`src/rtl/lfsr_burst_ctrl.sv`:
```
// Burst sequencer for a 22-bit LFSR noise source: seed load, handshake-gated advance, period check.
// Optional period checker enabled by defining LFSR_PERIOD_CHK_EN.
module lfsr_burst_ctrl #(
  parameter int unsigned WIDTH  = 22,
  parameter int unsigned LEN_W  = 24,
  parameter int unsigned PERIOD = 4194303
) (
  input  logic             clk,
  input  logic             reset,
  input  logic             start,
  input  logic [LEN_W-1:0] burst_len,
  input  logic             continuous,
  input  logic             abort,
  output logic             lfsr_load,
  output logic             lfsr_en,
  input  logic [WIDTH-1:0] lfsr_out,
  input  logic             lfsr_cycle,
  output logic [WIDTH-1:0] samp_data,
  output logic             samp_valid,
  input  logic             samp_ready,
  output logic             busy,
  output logic             done,
  output logic             period_err
);

  localparam int unsigned ADV_W = 23;

  typedef enum logic [2:0] {
    IDLE  = 3'd0,
    LOAD  = 3'd1,
    PRIME = 3'd2,
    RUN   = 3'd3,
    DONE  = 3'd4
  } state_t;

  state_t           state, state_nx;
  logic [LEN_W-1:0] remain, remain_nx;
  logic             cont, cont_nx;
  logic             start_acc;

  // State and burst bookkeeping registers
  always_ff @(posedge clk or negedge reset) begin
    if (!reset) begin
      state  <= IDLE;
      remain <= '0;
      cont   <= 1'b0;
    end else begin
      state  <= state_nx;
      remain <= remain_nx;
      cont   <= cont_nx;
    end
  end

  // Outputs decode from the state register so an async reset clears them at once
  always_comb begin
    state_nx   = state;
    remain_nx  = remain;
    cont_nx    = cont;
    start_acc  = 1'b0;
    lfsr_load  = 1'b0;
    lfsr_en    = 1'b0;
    samp_valid = 1'b0;
    samp_data  = '0;
    done       = 1'b0;
    busy       = (state != IDLE);
    unique case (state)
      IDLE: begin
        if (start && !abort) begin
          start_acc = 1'b1;
          remain_nx = burst_len;
          cont_nx   = continuous;
          state_nx  = (burst_len == '0 && !continuous) ? DONE : LOAD;
        end
      end
      LOAD: begin
        lfsr_load = 1'b1;
        state_nx  = abort ? DONE : PRIME;
      end
      PRIME: begin
        state_nx = abort ? DONE : RUN;
      end
      RUN: begin
        samp_valid = 1'b1;
        samp_data  = lfsr_out;
        lfsr_en    = samp_ready;
        if (samp_ready && !cont) begin
          if (remain != '0) remain_nx = remain - LEN_W'(1);
          if (remain == LEN_W'(1)) state_nx = DONE;
        end
        // A handshake in the abort cycle still counts; nothing is offered afterwards
        if (abort) state_nx = DONE;
      end
      DONE: begin
        done     = 1'b1;
        state_nx = IDLE;
      end
      default: state_nx = IDLE;
    endcase
  end

`ifdef LFSR_PERIOD_CHK_EN
  logic [ADV_W-1:0] adv_cnt;
  logic             armed;
  logic             perr;

  // First marker after load arms; later markers must land exactly PERIOD advances apart
  always_ff @(posedge clk or negedge reset) begin
    if (!reset) begin
      adv_cnt <= '0;
      armed   <= 1'b0;
      perr    <= 1'b0;
    end else begin
      if (start_acc) perr <= 1'b0;
      if (state == LOAD) begin
        adv_cnt <= '0;
        armed   <= 1'b0;
      end else if (lfsr_en) begin
        if (lfsr_cycle) begin
          if (armed && (adv_cnt + ADV_W'(1)) != ADV_W'(PERIOD)) perr <= 1'b1;
          armed   <= 1'b1;
          adv_cnt <= '0;
        end else if (adv_cnt != '1) begin
          adv_cnt <= adv_cnt + ADV_W'(1);
        end else if (armed) begin
          perr <= 1'b1;
        end
      end
    end
  end

  assign period_err = perr;
`else
  logic unused_chk;
  assign unused_chk = ^{lfsr_cycle, start_acc, ADV_W'(PERIOD)};
  assign period_err = 1'b0;
`endif

endmodule

```
`config.mk`:
```
export PLATFORM = sky130hd
export DESIGN_NAME = lfsr_burst_ctrl
export DESIGN_NICKNAME = d
export VERILOG_FILES = /design/src/rtl/lfsr_burst_ctrl.sv
export SDC_FILE = /design/constraint.sdc
export NUM_CORES = 1
export LEC_CHECK = 0
export ABC_AREA = 1
export BUFFER_PORTS_ARGS = -buffer_cell sky130_fd_sc_hd__buf_4
export CAP_MARGIN = 20
export CORE_ASPECT_RATIO = 1.5
export CORE_MARGIN = 2
export CORE_UTILIZATION = 39
export DETAILED_ROUTE_END_ITERATION = 8
export GPL_ROUTABILITY_DRIVEN = 0
export GPL_TIMING_DRIVEN = 0
export HOLD_SLACK_MARGIN = 0.08
export RECOVER_POWER = 50
export SLEW_MARGIN = 25
export SYNTH_ARGS = -nofsm -noshare
export SYNTH_HDL_FRONTEND = slang
export SYNTH_SLANG_ARGS = --single-unit
```
`constraint.sdc`:
```
create_clock -name clk -period 1.9 [get_ports clk]
set_input_delay 0.285 -clock clk [delete_from_list [all_inputs] [get_ports clk]]
set_output_delay 0.285 -clock clk [all_outputs]
set_load 0.02 [all_outputs]
```
==> results by group <==
Status
  – Status: finished clean

Synth
  – Synthesized cell area: 0.00254 mm^2
  – Netlist cell types: 34
  – Register area share after synthesis: 27.6%
  – #FFs+latches synth: 28
  – Yosys warnings: 0
  – EDFF count, synth: 0
  – Post-synthesis cell count: 418
  – Fraction of registers with async set/reset: 100%
  – Main synth FF type: dfrtp_1
  – Syn avg cell area: 6.08 um^2
  – Syn Nets: 474

Clocking
  – Root Buffer: clkbuf_8
  – H-tree depth: 1
  – Clock slew at reported path FFs: 0.11 ns
  – CTS Buf Count: 3
  – Bufs on Longest Clock Path: 2
  – Clock sink count: 28
  – Clk_lat worst skew: 0.29 ns
  – CTS tree: yes

Global route
  – Maximum number of pins on one net before global-route repair: 29
  – Aggregate global-route resource usage: 22.2%
  – First-pass GRT wire length: 12700 um
  – Aggregate global routing overflow: 0
  – Vias in the first global route: 2720
  – Initial antenna violation count: 0

Timing
  – Worst Skew: 0.00265 ns
  – Final hold vios: 0
  – Endpoints failing setup: 0
  – Worst slew margin: 48.0%
  – Tcrit/Tclk final: 93.7%
  – Setup TNS: 0 ns
  – RSZ-0062 raised after global routing: false
  – Minimum clock period after layout: 1.78 ns
  – Fmax: 0.561 GHz
  – Fin. max-slew vios: 0
  – Worst Max-Slew Pin Slew: 0.781 ns

Floorplan
  – Die H: 103 um
  – Die width: 69.9 um
  – # IOs: 81
  – Initial Util: 39.7%
  – Rows: 36
  – Core footprint: 0.00640 mm^2
  – Die ar.: 0.00719 mm^2

Critical path
  – WP data required: 1.62 ns
  – FF-to-FF Start: remain[8]
  – Max FO, Critical Path: 10
  – Crit path from: state[1]
  – Crit path capture type: primary output
  – Startpoint Class: register
  – Worst EP arrival: 1.50 ns
  – Setup CP Type: register to primary output
  – R2R cell count: 11
  – Slowest stage delay, CP: 0.47 ns
  – Slowest cell on the critical path: dfrtp_2
  – Crit path cell chain: nand3_4 > buf_6 > buf_2 > nor2_1 > buf_4

Detailed routing
  – Vias per cell: 4.92
  – DRT antenna net count: 0
  – Iteration-0 DRC Markers: 168
  – Routed wire length: 7660 um
  – Routed wire per std cell: 13.2 um
  – Via Count: 2847
  – DRC errors left: 0
  – Pre-antenna DRT Iters: 4

Min path
  – Hold Path Origin: abort
  – Hold path depth: 2
  – Min-delay worst type: primary input to register

Layout
  – Antenna Cells: 0
  – Most common cell after layout, fill and taps aside: nand2_1
  – Nets@finish: 560
  – Fillers: 683
  – Area of the multi-input gates: 0.00152 mm^2
  – Post-layout util: 51.9%
  – Layout cells sized above 1: 28.2%
  – Most frequent cells in the layout: nand2_1 (121), buf_4 (79), nor2_1 (65)
  – Area Growth Syn to Fin: 30.5%
  – Register area: 703 um^2

Power and ir drop
  – Lkg Pwr: 1.86 nW
  – Power Dens Cells: 1360 mW/mm^2
  – Maximum vdd drop: 0.565 mV

Place
  – Port bufs: 78
  – Post-DP HPWL: 6060 um

Flow run
  – Max-cap violation count: 0
worst max-delay path: cells and delay by family (launching register included):
kind          cells  cell delay (ns)
flops             1             0.47
buf+inv           3             0.53
simple gates      2             0.19
cell usage after synthesis (4+ instances only):
master	number	share of area, %
inv_1	53	7.8
nor2_1	64	9.4
nand2_2	21	5.2
nor3_1	4	0.79
dfrtp_1	28	28
nand3_1	42	8.3
a21oi_1	4	0.79
nand2_1	121	18
nor2_2	10	2.5
inv_2	4	0.59
buf_2	4	0.79
o21ai_0	15	3.0
a21o_1	4	1.2
nand4_1	10	2.5
sequential cells by signal, summed over array words and instances (netlist names):
| signal | count |
|---|---|
| remain | 24 |
| cont | 1 |
| state | 3 |
repair_timing:
item | CTS | global route
pin swaps | 0 | 0
setup buffers | 0 | 2
hold buffers | 1 | 0
endpoints found under the hold margin | 28 | 0
setup endpoints to repair | 24 | 22
gates resized for setup | 6 | 6
layout make-up:
| class | instances | area share [%] |
|---|---|---|
| well taps | 76 | 2.87 |
| plain buffers | 13 | 3.21 |
| flip-flops and latches | 28 | 21.2 |
| inverters | 58 | 6.79 |
| repair buffers | 81 | 18.0 |
| clock buffers | 3 | 1.24 |
| multi-input cells | 319 | 45.8 |
| clock inverters | 1 | 0.905 |
per-layer routing:
| layer | vias up | track usage [%] | wire (um) |
|---|---|---|---|
| li1 | 1471 | - | - |
| met1 | 1278 | 25.5 | 3080 |
| met2 | 89 | 44.2 | 4130 |
| met3 | 9 | 1.47 | 316 |
| met4 | 0 | 5.92 | 126 |
| met5 | - | 0 | 0 |
logic make-up (layout without fill, tap and decap cells):
family                   count (synthesis)  count (layout)  share of synthesized area (%)
adder cells (fa/ha/maj)                  3               3                           1.48
other                                    1               1                          0.147
flip-flops                              28              28                           27.6
AND/OR/NAND/NOR                        282             282                           50.4
buffers and inverters                   71             156                           12.7
XOR/XNOR                                 1               1                          0.345
AO/OA/AOI/OAI                           32              32                           7.33
report_power, final:
group          internal (mW)  switching, mW  total, mW
sequential             0.890          0.381       1.27
combinational           1.02           1.71       2.73
clock                  0.283          0.221      0.504
total                   2.19           2.31       4.50
metrics by stage:
step                std cells  power [mW]  hold slack, ns  instance area (um^2)  worst slack (ns)
floorplan                 418        3.23         -0.0106                  2540             0.332
global placement          572        3.97           0.243                  3220             0.136
detailed placement        572        4.02           0.245                  3220             0.131
CTS                       577        4.55           0.188                  3320           0.00234
global route              579        4.94           0.204                  3320           0.00413
finish                    579        4.50           0.193                  3320             0.119
path summary, 6_finish.rpt:
kind                            slack, ns      endpoint
worst max-delay path                 0.12  samp_data[9]
worst min-delay path                 0.19      state[1]
worst max register to register       0.13     remain[2]
worst min register to register       0.52          cont
max in group asynchronous            0.78      state[0]
min in group asynchronous            0.59     remain[1]
No activity file was read; power rests on OpenSTA's default activity.
